==> config.mk <==
export PLATFORM = sky130hd
export DESIGN_NAME = rider_sense_seq_flat
export DESIGN_NICKNAME = d
export VERILOG_FILES = /design/src/rtl/rider_sense_seq_pkg.sv /design/src/rtl/rider_sense_seq_if.sv /design/src/rtl/rider_settle_tmr.sv /design/src/rtl/rider_sense_seq.sv /design/src/flat_wrapper.sv
export SDC_FILE = /design/constraint.sdc
export NUM_CORES = 1
export LEC_CHECK = 0
export ABC_AREA = 0
export CAP_MARGIN = 15
export CORE_ASPECT_RATIO = 0.75
export CORE_MARGIN = 5
export CORE_UTILIZATION = 60
export CTS_BUF_LIST = sky130_fd_sc_hd__clkbuf_2 sky130_fd_sc_hd__clkbuf_4 sky130_fd_sc_hd__clkbuf_8
export DETAILED_ROUTE_END_ITERATION = 8
export MAX_ROUTING_LAYER = met4
export PLACE_DENSITY = 0.8
export SLEW_MARGIN = 30
export SYNTH_ARGS = -nofsm -noshare
export SYNTH_HDL_FRONTEND = slang
export SYNTH_HIERARCHICAL = 1
export SYNTH_SLANG_ARGS = --single-unit
==> constraint.sdc <==
create_clock -name clk -period 12.5 [get_ports clk]
set_clock_uncertainty 0.05 [all_clocks]
set_input_delay 1.875 -clock clk [delete_from_list [all_inputs] [get_ports clk]]
set_output_delay 1.875 -clock clk [all_outputs]
set_load 0.01 [all_outputs]
==> src/rtl/rider_sense_seq_pkg.sv <==
// Shared types and constants for the load-cell sequencer: channel map, FSM
// encoding, flag bundle, settle-timer limits and the balance/weight compare.
package rider_sense_seq_pkg;

    localparam logic [2:0]  LFT_CH        = 3'd0;
    localparam logic [2:0]  RGHT_CH       = 3'd4;

    localparam logic [14:0] TMR_FULL_FAST = 15'h7FFF;
    localparam logic [25:0] TMR_FULL      = 26'h3FFFFFF;

    typedef enum logic [2:0] {
        IDLE   = 3'd0,
        CNV_L  = 3'd1,
        WAIT_L = 3'd2,
        CNV_R  = 3'd3,
        WAIT_R = 3'd4,
        UPDATE = 3'd5
    } rider_seq_state_t;

    typedef struct packed {
        logic sum_gt_min;
        logic sum_lt_min;
        logic diff_gt_1_4;
        logic diff_gt_15_16;
    } rider_flags_t;

    // "No rider" until the first round completes.
    localparam rider_flags_t FLAGS_RST = '{
        sum_gt_min:    1'b0,
        sum_lt_min:    1'b1,
        diff_gt_1_4:   1'b0,
        diff_gt_15_16: 1'b0
    };

    function automatic rider_flags_t calc_flags(
        input logic [11:0] lft,
        input logic [11:0] rght,
        input logic [12:0] hi_th,
        input logic [12:0] lo_th
    );
        logic [12:0]  sum;
        logic [12:0]  diff;
        logic [12:0]  sum_1_4;
        logic [12:0]  sum_15_16;
        rider_flags_t f;
        sum       = {1'b0, lft} + {1'b0, rght};
        diff      = (lft >= rght) ? {1'b0, lft - rght} : {1'b0, rght - lft};
        sum_1_4   = sum >> 2;
        sum_15_16 = sum - (sum >> 4);
        f.sum_gt_min    = (sum > hi_th);
        f.sum_lt_min    = (sum < lo_th);
        f.diff_gt_1_4   = (diff > sum_1_4);
        f.diff_gt_15_16 = (diff > sum_15_16);
        return f;
    endfunction

endpackage

==> src/rtl/rider_sense_seq_if.sv <==
// Handshake between the load-cell sequencer (master) and the shared A2D (slave).
interface rider_sense_seq_if;

    logic        strt_cnv;
    logic [2:0]  chnl;
    logic        cnv_cmplt;
    logic [11:0] res;

    modport master (
        output strt_cnv,
        output chnl,
        input  cnv_cmplt,
        input  res
    );

    modport slave (
        input  strt_cnv,
        input  chnl,
        output cnv_cmplt,
        output res
    );

endinterface

==> src/rtl/rider_settle_tmr.sv <==
// Free-running rider-settle timer: saturates at full count, cleared by the
// steering-enable SM. FAST_SIM shortens the full count for simulation.
module rider_settle_tmr
    import rider_sense_seq_pkg::*;
#(
    parameter bit FAST_SIM = 1'b0
) (
    input  logic clk,
    input  logic rst,
    input  logic clr_tmr,
    output logic tmr_full
);

    localparam logic [25:0] FULL_CNT = FAST_SIM ? 26'(TMR_FULL_FAST) : TMR_FULL;

    logic [25:0] cnt_q;
    logic [25:0] cnt_d;

    // NOTE: combinational next-state uses blocking '=' with a default first so no
    // path leaves cnt_d unassigned (which would infer a latch); the register below
    // uses non-blocking '<=' so every flop samples pre-edge values.
    always_comb begin
        cnt_d = cnt_q;
        if (clr_tmr) begin
            cnt_d = '0;
        end else if (cnt_q != FULL_CNT) begin
            cnt_d = cnt_q + 26'd1;
        end
    end

    always_ff @(posedge clk or posedge rst) begin
        if (rst) begin
            cnt_q <= '0;
        end else begin
            cnt_q <= cnt_d;
        end
    end

    assign tmr_full = (cnt_q == FULL_CNT);

endmodule

==> src/rtl/rider_sense_seq.sv <==
// Round-robins the shared A2D over the left/right load cells and publishes the
// weight/balance flags plus the settle timer used by the steering-enable SM.
module rider_sense_seq
    import rider_sense_seq_pkg::*;
#(
    parameter logic [11:0] MIN_RIDER_WT  = 12'h200,
    parameter logic [11:0] WT_HYSTERESIS = 12'h040,
    parameter logic [15:0] SAMPLE_GAP    = 16'd4096,
    parameter bit          FAST_SIM      = 1'b0
) (
    input  logic               clk,
    input  logic               rst,
    input  logic               clr_tmr,
    output logic               tmr_full,
    rider_sense_seq_if.master  a2d,
    output logic [11:0]        lft_ld,
    output logic [11:0]        rght_ld,
    output logic               sum_gt_min,
    output logic               sum_lt_min,
    output logic               diff_gt_1_4,
    output logic               diff_gt_15_16,
    output logic               vld
);

    localparam logic [12:0] HI_TH = {1'b0, MIN_RIDER_WT} + {1'b0, WT_HYSTERESIS};
    localparam logic [12:0] LO_TH = {1'b0, MIN_RIDER_WT} - {1'b0, WT_HYSTERESIS};

    rider_seq_state_t state_q, state_d;
    logic [15:0]      gap_q, gap_d;
    logic [11:0]      lft_q, lft_d;
    logic [11:0]      rght_q, rght_d;
    rider_flags_t     flags_q, flags_d;
    logic             vld_q, vld_d;

    rider_settle_tmr #(
        .FAST_SIM (FAST_SIM)
    ) u_settle_tmr (
        .clk      (clk),
        .rst      (rst),
        .clr_tmr  (clr_tmr),
        .tmr_full (tmr_full)
    );

    // Gap counter parks at or above SAMPLE_GAP in IDLE, so counting from 0 after
    // UPDATE leaves SAMPLE_GAP idle clocks between the vld pulse and strt_cnv.
    always_comb begin
        state_d = state_q;
        gap_d   = gap_q;
        lft_d   = lft_q;
        rght_d  = rght_q;
        flags_d = flags_q;
        vld_d   = 1'b0;
        unique case (state_q)
            IDLE: begin
                if (gap_q >= SAMPLE_GAP) begin
                    state_d = CNV_L;
                end else begin
                    gap_d = gap_q + 16'd1;
                end
            end
            CNV_L: state_d = WAIT_L;
            WAIT_L: begin
                if (a2d.cnv_cmplt) begin
                    lft_d   = a2d.res;
                    state_d = CNV_R;
                end
            end
            CNV_R: state_d = WAIT_R;
            WAIT_R: begin
                if (a2d.cnv_cmplt) begin
                    rght_d  = a2d.res;
                    state_d = UPDATE;
                end
            end
            UPDATE: begin
                flags_d = calc_flags(lft_q, rght_q, HI_TH, LO_TH);
                vld_d   = 1'b1;
                gap_d   = '0;
                state_d = IDLE;
            end
            default: state_d = IDLE;
        endcase
    end

    // Gap resets "already elapsed" so the first round starts one clock after reset.
    always_ff @(posedge clk or posedge rst) begin
        if (rst) begin
            state_q <= IDLE;
            gap_q   <= SAMPLE_GAP;
            lft_q   <= '0;
            rght_q  <= '0;
            flags_q <= FLAGS_RST;
            vld_q   <= 1'b0;
        end else begin
            state_q <= state_d;
            gap_q   <= gap_d;
            lft_q   <= lft_d;
            rght_q  <= rght_d;
            flags_q <= flags_d;
            vld_q   <= vld_d;
        end
    end

    // Channel is decoded from state so it is held through the whole wait.
    assign a2d.strt_cnv = (state_q == CNV_L) || (state_q == CNV_R);
    assign a2d.chnl     = ((state_q == CNV_R) || (state_q == WAIT_R)) ? RGHT_CH : LFT_CH;

    assign lft_ld        = lft_q;
    assign rght_ld       = rght_q;
    assign sum_gt_min    = flags_q.sum_gt_min;
    assign sum_lt_min    = flags_q.sum_lt_min;
    assign diff_gt_1_4   = flags_q.diff_gt_1_4;
    assign diff_gt_15_16 = flags_q.diff_gt_15_16;
    assign vld           = vld_q;

endmodule

==> src/flat_wrapper.sv <==
// flat-port wrapper written by rule: the top's interface ports become plain ports
module rider_sense_seq_flat import rider_sense_seq_pkg::*;
#(
    parameter logic [11:0] MIN_RIDER_WT  = 12'h200,
    parameter logic [11:0] WT_HYSTERESIS = 12'h040,
    parameter logic [15:0] SAMPLE_GAP    = 16'd4096,
    parameter bit          FAST_SIM      = 1'b0
)
  (clk, rst, clr_tmr, tmr_full, lft_ld, rght_ld, sum_gt_min, sum_lt_min, diff_gt_1_4, diff_gt_15_16, vld, a2d_strt_cnv, a2d_chnl, a2d_cnv_cmplt, a2d_res);
  rider_sense_seq_if a2d_i ();
  input  logic clk;
  input  logic rst;
  input  logic clr_tmr;
  output logic tmr_full;
  output logic [11:0] lft_ld;
  output logic [11:0] rght_ld;
  output logic sum_gt_min;
  output logic sum_lt_min;
  output logic diff_gt_1_4;
  output logic diff_gt_15_16;
  output logic vld;
  output wire logic [$bits(a2d_i.strt_cnv)-1:0] a2d_strt_cnv;
  output wire logic [$bits(a2d_i.chnl)-1:0] a2d_chnl;
  input wire logic [$bits(a2d_i.cnv_cmplt)-1:0] a2d_cnv_cmplt;
  input wire logic [$bits(a2d_i.res)-1:0] a2d_res;
  assign a2d_strt_cnv = a2d_i.strt_cnv;
  assign a2d_chnl = a2d_i.chnl;
  assign a2d_i.cnv_cmplt = a2d_cnv_cmplt;
  assign a2d_i.res = a2d_res;
  rider_sense_seq #(.MIN_RIDER_WT(MIN_RIDER_WT), .WT_HYSTERESIS(WT_HYSTERESIS), .SAMPLE_GAP(SAMPLE_GAP), .FAST_SIM(FAST_SIM)) u_core (.clk(clk), .rst(rst), .clr_tmr(clr_tmr), .tmr_full(tmr_full), .a2d(a2d_i), .lft_ld(lft_ld), .rght_ld(rght_ld), .sum_gt_min(sum_gt_min), .sum_lt_min(sum_lt_min), .diff_gt_1_4(diff_gt_1_4), .diff_gt_15_16(diff_gt_15_16), .vld(vld));
endmodule
==> impl_metrics.json, run 1 <==
{
  "grt_pass1_wl_um": 24400,
  "path_max_fanout": 5,
  "clockRootBuffer": "clkbuf_8",
  "arrival_ps": 5800,
  "dr.first_iter.drc_count": 457,
  "fin_cells": 854,
  "setup-tns-final_ps": 0,
  "path_common_cell": "ha_1",
  "min_path_type": "flop to flop",
  "synthFlopType": "dfrtp_1",
  "startpoint_type": "flop",
  "worstPathCellList": "inv_1 > ha_1 > nor2b_1 > o311ai_2 > nand2_1 > xor2_1 > ha_1 > nor2b_1 > o21ai_0 > nand2b_1 > a31oi_1 > o21bai_1 > a2111oi_0 > a211o_1 > xor2_1 > ha_1 > nand3_1 > or4_1 > o311a_1 > and2_1 > a221o_1",
  "core_um2": 9740,
  "portBuffers": 47,
  "drc": 0,
  "syn_area_per_cell_um2": 8.77,
  "synth-async-reset-ratio_pct": 100,
  "areaGrowthSynthToFinish_pct": 12.1,
  "synth_most_common_cell": "dfrtp_1",
  "cp.required_ps": 12680,
  "cts_tree": "yes",
  "cts_sinks": 74,
  "slowest_stage": "or4_1",
  "cpLargestDelayFamily": "compound AO/OA/AOI/OAI gates",
  "antenna_cells": 0,
  "post-route-min-period_ps": 5620,
  "avgRoutedWirePerCell_um": 16.9,
  "clock_latency_ps": 360,
  "fin_nets": 804,
  "final_cell_area_um2": 6730,
  "drv_slew": 0,
  "yosysUniqueCellTypes": 72,
  "firstDrtPassIters": 7,
  "start_util_pct": 61.7,
  "synth_top_cell_area_share_pct": 30.0,
  "max_clock_freq_mhz": 178,
  "yosys.area.top_type": "dfrtp_1",
  "crit_path_max_incr_delay_ps": 530,
  "io_pins": 50,
  "die_area_um2": 12100,
  "path_clk_slew_ps": 80,
  "ys_warn_count": 6,
  "die_height_um": 96.7,
  "place.gp.congestion": 0.929,
  "r2r-start": "u_core/lft_ld[1]",
  "fin_crit_sh_pct": 45.0,
  "wl_um": 14500,
  "rsz0062_at_grt": "no",
  "final_hold_viol_count": 0,
  "overflow": 0,
  "setup_viol": 0,
  "placed_area_um2": 6520,
  "setup.worst_path.class": "flop to flop",
  "cts_buffer_depth": 2,
  "synth_area_leaders": "dfrtp_1, ha_1, xnor2_1, nand2_1, a21oi_1",
  "grt_max_degree": 49,
  "relSlewSlack_pct": 36.4,
  "dp_hpwl_um": 11000,
  "cts_made_buffers": 9,
  "hp-start": "u_core/sum_lt_min",
  "drive_above_1_share_pct": 6.09,
  "vias_per_cell": 6.08,
  "worst_pin_slew_ps": 950,
  "post-cts-setup-buffer-count": 0,
  "synthCells": 685,
  "synth_area_um2": 6010,
  "cp-end-kind": "flop",
  "numPlacedInstances": 838,
  "vias": 5190,
  "cts.hold.buffers_added": 0,
  "ys_ff_latch": 74,
  "synth_edf_count": 0,
  "ant_nets": 0,
  "max_cap_viol_count": 0,
  "first_global_vias": 5047,
  "cts-htree-levels": 3,
  "critPathBufInv": 1,
  "ys_top_cells_by_count": "dfrtp_1, ha_1, nand2_1",
  "crit_start": "u_core/lft_ld[1]",
  "status": "completed",
  "ys_seq_area_share_pct": 30.9,
  "antenna_found_initial": 0,
  "row_count": 31,
  "ctsResizeCount": 0,
  "grt_use_total_pct": 24.6,
  "die-width_um": 126
}
-- worst register-to-register path, cell delays in order (launching register included) --
cell and delay (ps):
dfrtp_1 460, inv_1 150, ha_1 360, nor2b_1 90
o311ai_2 280, nand2_1 110, xor2_1 490, ha_1 340
nor2b_1 130, o21ai_0 170, nand2b_1 130, a31oi_1 290
o21bai_1 150, a2111oi_0 510, a211o_1 180, xor2_1 70
ha_1 290, nand3_1 90, or4_1 530, o311a_1 150
and2_1 160, a221o_1 290
-- through the flow --
step / hold WS (ps) / util [%] / setup slack (ps)
after floorplan: 404 / - / 7430
final: 432 / 69.2 / 6880
after global placement: 420 / 67.0 / 7270
after detailed placement: 422 / 67.0 / 7010
after CTS: 438 / 69.0 / 6980
after global routing: 468 / 69.2 / 6560
-- worst paths after layout --
check,end,slack (ps),cells past startpoint
max in group asynchronous,u_core/gap_q[7],10030,2
setup reg to reg,u_core/diff_gt_15_16,6880,21
setup / recovery,u_core/diff_gt_15_16,6880,21
min in group asynchronous,u_core/u_settle_tmr/cnt_q[14],1920,2
hold reg to reg,u_core/sum_lt_min,430,2
hold / removal,u_core/sum_lt_min,430,2
-- per-layer routing --
metal  part of all wire, %  up-vias  global-route usage (%)
met3                   6.9       27                    5.56
met1                    47     2519                    34.4
met5                     0        -                       -
li1                      -     2456                       -
met4                   1.4        0                    6.17
met2                    44      188                    36.3
-- logic make-up after synthesis --
family / count (synthesis) / synth area share, %
DFF: 74 / 30.9
other: 1 / 0.0624
adders and majority gates: 73 / 15.6
buffers and inverters: 81 / 5.75
xor gates and xnor gates: 65 / 10.1
muxes: 10 / 1.81
AOI/OAI and AO/OA: 162 / 17.7
and+or+nand+nor: 219 / 18.0
-- cells in the final DEF, fill, tap and decap left out, types with 20 or more instances in the layout --
master and count:
dfrtp_1 72, ha_1 67, nand2_1 63, nor2_1 52, clkdlybuf4s50_1 47, inv_1 45, a21oi_1 45, xnor2_1 40
o21ai_0 39, xor2_1 21, nand3_1 20
-- flip-flops by register name (all words and copies together) (netlist names) --
name / cells
u_core/rght_ld: 12
u_core/sum_lt_min: 1
u_core/vld: 1
u_core/u_settle_tmr/cnt_q: 26
u_core/state_q: 3
u_core/lft_ld: 12
u_core/sum_gt_min: 1
u_core/diff_gt_15_16: 1
u_core/diff_gt_1_4: 1
u_core/gap_q: 16
-- layout make-up --
cell class / count / area [um^2]
inverter: 51 / 194
fill: 797 / 3000
clock buffer: 10 / 131
clock inverter: 6 / 65.1
timing repair buffer: 50 / 493
sequential: 74 / 1850
multi-input combinational: 531 / 3830
tap: 132 / 165
Power of run 1 is left out: the tool's default activity adds up to more than one toggle a clock period on the data nets, which glitch-free logic cannot reach.
==> inputs of run 2 (changes only) <==
--- a/config.mk
+++ b/config.mk
@@ -9,11 +9,11 @@
 export CAP_MARGIN = 15
 export CORE_ASPECT_RATIO = 0.75
 export CORE_MARGIN = 5
-export CORE_UTILIZATION = 60
+export CORE_UTILIZATION = 55
 export CTS_BUF_LIST = sky130_fd_sc_hd__clkbuf_2 sky130_fd_sc_hd__clkbuf_4 sky130_fd_sc_hd__clkbuf_8
 export DETAILED_ROUTE_END_ITERATION = 8
 export MAX_ROUTING_LAYER = met4
-export PLACE_DENSITY = 0.8
+export PLACE_DENSITY = 0.77
 export SLEW_MARGIN = 30
 export SYNTH_ARGS = -nofsm -noshare
 export SYNTH_HDL_FRONTEND = slang
==> constraint.sdc (replaced) <==
create_clock -name clk -period 5.13 [get_ports clk]
set_clock_uncertainty 0.05 [all_clocks]
set_input_delay 0.7695 -clock clk [delete_from_list [all_inputs] [get_ports clk]]
set_output_delay 0.7695 -clock clk [all_outputs]
set_load 0.01 [all_outputs]
==> run 2 against run 1 <==
Against the previous run: register-to-register slack worse by 6700 ps; cell area rose by 5.7%; final cell count grew 3.5%; worst setup slack worse by 6700 ps; clock-buffer cell count did not move; non-clock buffer count increased by 22; core utilization fell by 3.4 points; maximum frequency rose by 14%; first-iteration DRC count is 4.2% higher.
==> impl_metrics.json, run 2 (same netlist as run 1, synthesis figures left out) <==
{
  "status": "completed",
  "max_clock_freq_mhz": 203,
  "grt_max_degree": 49,
  "max_cap_viol_count": 0,
  "fin_nets": 826,
  "use_met3_pct": 4.98,
  "worstPathCellList": "inv_1 > ha_1 > nor2b_1 > nor2_1 > nand2_1 > xor2_2 > ha_1 > nor2b_1 > o21ai_0 > nand2b_1 > a31oi_2 > o21bai_1 > a21oi_1 > nand4b_1 > nand3_1 > ha_1 > nand3_1 > or4_1 > o311a_1 > and2_1 > a221o_1",
  "grt_use_total_pct": 24.0,
  "whs_path_depth": 2,
  "vias": 5282,
  "ant_nets": 0,
  "clock_latency_ps": 360,
  "grt-busiest-layer": "met2",
  "overflow": 0,
  "dr.first_iter.drc_count": 476,
  "wl_um": 15200,
  "avgRoutedWirePerCell_um": 17.2,
  "row_count": 33,
  "grt_pass1_wl_um": 24500,
  "vias_per_cell": 5.98,
  "arrival_ps": 5120,
  "grtUsageMet1_pct": 34.4,
  "start_util_pct": 55.5,
  "top_register": "u_core/u_settle_tmr/cnt_q",
  "die_area_um2": 13100,
  "post-route-min-period_ps": 4930,
  "die-width_um": 131,
  "cts_buffer_depth": 2,
  "startpoint_type": "flop",
  "final_hold_viol_count": 0,
  "final_cell_mix": "dfrtp_1, nand2_1, ha_1, nor2_1, clkdlybuf4s50_1",
  "finalCoreUtilization_pct": 65.8,
  "reg2reg_to": "u_core/diff_gt_15_16",
  "placed_area_um2": 6650,
  "portBuffers": 47,
  "core_um2": 10800,
  "mostFrequentLayoutCell": "dfrtp_1",
  "crit_path_max_incr_delay_ps": 530,
  "cts_made_buffers": 9,
  "areaGrowthSynthToFinish_pct": 18.4,
  "place.gp.congestion": 0.978,
  "setup.worst_path.class": "flop to flop",
  "worst_pin_slew_ps": 891,
  "io_pins": 50,
  "clockRootBuffer": "clkbuf_8",
  "first_global_vias": 5013,
  "reg2reg_depth": 21,
  "hp-start": "u_core/sum_lt_min",
  "largest_reg_flops": 26,
  "relSlewSlack_pct": 40.4,
  "final_cell_area_um2": 7110,
  "drc": 0,
  "path_clk_slew_ps": 90,
  "drv_slew": 0,
  "holdPathEnd": "u_core/sum_lt_min",
  "min_path_type": "flop to flop",
  "reg2reg_slack_ps": 200,
  "path_common_cell": "ha_1",
  "cts-htree-levels": 3,
  "drive_above_1_share_pct": 11.8,
  "r2r-start": "u_core/lft_ld[4]",
  "fin_hold_ws_ps": 426,
  "die_height_um": 101,
  "cts_sinks": 74,
  "cp-end-kind": "flop",
  "path_max_fanout": 4,
  "slowest_stage": "or4_1",
  "setup_viol": 0,
  "cp.required_ps": 5320,
  "fillers": 882,
  "register_area_um2": 1860,
  "cts.hold.buffers_added": 0,
  "dp_hpwl_um": 11200,
  "antenna_found_initial": 0,
  "fin_crit_sh_pct": 96.1,
  "multi_input_area_um2": 3980,
  "cts_tree": "yes",
  "reg_top3": "u_core/u_settle_tmr/cnt_q (26), u_core/gap_q (16)",
  "setup-tns-final_ps": 0,
  "antenna_cells": 0,
  "met2_usage_pct": 35.5,
  "firstDrtPassIters": 5
}
## run 2: changes by cell type in the layout (fill, tap and decap cells not counted), sizes merged
cell	delta
buf	+22
bufinv	+2
clkinv	-1
clkinvlp	-1
## run 2: worst max path at each step
stage	start	end	slack [ps]	cells past startpoint
after floorplan	u_core/lft_ld[1]	u_core/diff_gt_15_16	60	20
after global placement	u_core/lft_ld[0]	u_core/diff_gt_15_16	250	21
after detailed placement	u_core/rght_ld[1]	u_core/diff_gt_15_16	10	20
after CTS	u_core/lft_ld[0]	u_core/diff_gt_15_16	10	21
after global routing	u_core/rght_ld[0]	u_core/diff_gt_15_16	-40	21
final	u_core/lft_ld[4]	u_core/diff_gt_15_16	200	21
## run 2: timing repair
action | 4_1_cts | 5_1_grt
pin swaps | 0 | 8
endpoints found under the setup margin | 1 | 1
resized for setup | 2 | 29
cloned | 0 | 0
setup buffers | 0 | 7
## run 2: stage by stage
step	std cells	setup WS [ps]
2_1_floorplan	686	64.8
3_3_place_gp	861	251
3_5_place_dp	861	12.4
4_1_cts	877	14.0
5_1_grt	884	-37.7
6_report	884	201
## run 2: worst max-delay path, delay by kind of cell, from the launching register on
kind	cells	cell delay, ps
XOR/XNOR	1	250
adder cells (fa/ha/maj)	3	920
AND/OR/NAND/NOR	10	1830
AO/OA/AOI/OAI	6	1290
buffers and inverters	1	70
flip-flops	1	390
## run 2: layout make-up
type / count / area share, %
Clock inverter: 6 / 1.58
Tap cell: 140 / 2.46
Sequential cell: 74 / 26.1
Timing Repair Buffer: 72 / 9.25
Inverter: 51 / 2.73
Clock buffer: 10 / 1.93
Multi-Input combinational cell: 531 / 56.0
## run 2: routing by layer
layer	part of all wire (%)	wire length, um	up-vias
li1	-	-	2497
met1	48	7350	2601
met2	45	6890	163
met3	5.1	774	21
met4	1.0	153	0
met5	0	0	-
Power of run 2 is left out for the same reason.
==> inputs of run 3 (changes only) <==
--- a/config.mk
+++ b/config.mk
@@ -9,11 +9,12 @@
 export CAP_MARGIN = 15
 export CORE_ASPECT_RATIO = 0.75
 export CORE_MARGIN = 5
-export CORE_UTILIZATION = 55
+export CORE_UTILIZATION = 60
 export CTS_BUF_LIST = sky130_fd_sc_hd__clkbuf_2 sky130_fd_sc_hd__clkbuf_4 sky130_fd_sc_hd__clkbuf_8
 export DETAILED_ROUTE_END_ITERATION = 8
+export GPL_TIMING_DRIVEN = 0
 export MAX_ROUTING_LAYER = met4
-export PLACE_DENSITY = 0.77
+export PLACE_DENSITY = 0.8
 export SLEW_MARGIN = 30
 export SYNTH_ARGS = -nofsm -noshare
 export SYNTH_HDL_FRONTEND = slang
==> constraint.sdc (replaced) <==
create_clock -name clk -period 5.4 [get_ports clk]
set_clock_uncertainty 0.05 [all_clocks]
set_input_delay 0.81 -clock clk [delete_from_list [all_inputs] [get_ports clk]]
set_output_delay 0.81 -clock clk [all_outputs]
set_load 0.01 [all_outputs]
==> run 3 against run 2 <==
Against the previous run: final cell count up 2.1%; wire length up 3.0%; clock-buffer cell count unchanged; core utilization up 8.2 points; maximum frequency down 6.2%; die area down 7.6%; sequential cell count unchanged; global-route usage up 1.1 points; register-to-register slack worse by 50 ps.
==> impl_metrics.json, run 3 (same netlist as run 1, synthesis figures left out) <==
{
  "crit_start": "u_core/lft_ld[1]",
  "path_max_fanout": 8,
  "worstPathCellList": "clkinvlp_4 > ha_4 > nor2b_2 > o311ai_4 > a31oi_4 > a221o_2 > a221oi_4 > xnor2_2 > buf_6 > ha_1 > a21oi_2 > o31ai_2 > buf_4 > xnor2_1 > ha_1 > nand4_1 > or4_4 > o311a_1 > and2_1 > a221o_1",
  "cts.hold.buffers_added": 0,
  "reg2reg_slack_ps": 150,
  "post-route-min-period_ps": 5250,
  "antenna_cells": 0,
  "r2r-start": "u_core/lft_ld[1]",
  "arrival_ps": 5450,
  "dr.first_iter.drc_count": 588,
  "overflow": 0,
  "die-width_um": 126,
  "io_pins": 50,
  "largest_reg_flops": 26,
  "cp.required_ps": 5600,
  "finalCoreUtilization_pct": 73.9,
  "antenna_found_initial": 0,
  "numPlacedInstances": 864,
  "cts-htree-levels": 3,
  "cts_tree": "yes",
  "dp_hpwl_um": 11300,
  "grt_use_total_pct": 25.1,
  "crit_path_max_incr_delay_ps": 530,
  "first_global_vias": 5119,
  "ant_nets": 0,
  "path_depth": 20,
  "die_area_um2": 12100,
  "wl_um": 15600,
  "start_util_pct": 61.7,
  "fin_cells": 903,
  "reg_top3": "u_core/u_settle_tmr/cnt_q (26), u_core/gap_q (16)",
  "min_path_type": "flop to flop",
  "areaGrowthSynthToFinish_pct": 19.8,
  "avgRoutedWirePerCell_um": 17.3,
  "portBuffers": 46,
  "row_count": 31,
  "path_common_cell": "ha_1",
  "place.gp.congestion": 0.929,
  "drc": 0,
  "cp-end-kind": "flop",
  "vias_per_cell": 6.07,
  "cts_sinks": 74,
  "core_um2": 9740,
  "max_clock_freq_mhz": 190,
  "vias": 5483,
  "worst_pin_slew_ps": 689,
  "grt_pass1_wl_um": 24700,
  "path_clk_slew_ps": 80,
  "max_cap_viol_count": 0,
  "firstDrtPassIters": 5,
  "critPathCapture": "u_core/diff_gt_15_16",
  "final_cell_mix": "dfrtp_1, ha_1, nand2_1, nor2_1, clkdlybuf4s50_1",
  "slowest_stage": "or4_4",
  "drive_above_1_share_pct": 13.7,
  "grt_max_degree": 49,
  "critPathBufInv": 3,
  "mostFrequentLayoutCell": "dfrtp_1",
  "drv_slew": 0,
  "reg2reg_to": "u_core/diff_gt_15_16",
  "startpoint_type": "flop",
  "relSlewSlack_pct": 53.7,
  "reg2reg_depth": 20,
  "fin_nets": 853,
  "cpLargestDelayFamily": "compound AO/OA/AOI/OAI gates",
  "fin_crit_sh_pct": 97.3,
  "die_height_um": 96.7,
  "clockRootBuffer": "clkbuf_8",
  "status": "completed",
  "setup_viol": 0,
  "cts_buffer_depth": 2,
  "cts_made_buffers": 9,
  "top_register": "u_core/u_settle_tmr/cnt_q",
  "clock_latency_ps": 370,
  "setup.worst_path.class": "flop to flop",
  "final_hold_viol_count": 0
}
-- run 3: repair_timing --
action | in CTS | in global routing
setup endpoints to repair | 1 | 1
buffers inserted | 2 | 21
endpoints found under the hold margin | 0 | 0
pin swaps | 1 | 14
resized for setup | 4 | 39
-- run 3: worst register-to-register path: cells and delay by family (launching register included) --
kind	cells	cell delay, ps
buffers and inverters	3	500
AO/OA/AOI/OAI	8	1980
flip-flops	1	450
adder cells (fa/ha/maj)	3	970
AND/OR/NAND/NOR	4	870
XOR/XNOR	2	290
-- run 3: cell type report --
type / instances / area [um^2]
Inverter: 51 / 198
Timing Repair Buffer: 69 / 633
Multi-Input combinational cell: 531 / 3990
Sequential cell: 74 / 1860
Clock inverter: 6 / 48.8
Buffer: 30 / 168
Clock buffer: 10 / 138
Tap cell: 132 / 165
Fill cell: 693 / 2540
-- run 3: worst min-delay path by stage --
| stage | from | endpoint | slack [ps] | depth (start not counted) |
|---|---|---|---|---|
| 6_report | u_core/sum_lt_min | u_core/sum_lt_min | 420 | 2 |
| 5_1_grt | u_core/sum_lt_min | u_core/sum_lt_min | 440 | 2 |
| 4_1_cts | u_core/sum_lt_min | u_core/sum_lt_min | 430 | 2 |
| 3_5_place_dp | u_core/sum_lt_min | u_core/sum_lt_min | 410 | 2 |
| 3_3_place_gp | u_core/sum_lt_min | u_core/sum_lt_min | 420 | 2 |
| 2_1_floorplan | u_core/gap_q[15] | u_core/gap_q[15] | 400 | 1 |
-- run 3: stage by stage --
stage	instance area (um^2)	hold WS (ps)	TNS, ps	worst slack [ps]
floorplan	6010	404	0	335
global placement	6640	415	-213	-213
detailed placement	6640	414	-261	-261
CTS	6860	426	0	26.3
global route	7200	439	-32.2	-32.2
finish	7200	423	0	146
-- run 3: per-layer routing --
layer	vias to the layer above	global-route usage, %	routed length [um]
met5	-	-	0
met3	26	3.58	918
met2	208	36.3	6940
met1	2686	36.9	7550
met4	0	6.83	207
li1	2563	-	-
Power of run 3 is left out for the same reason.
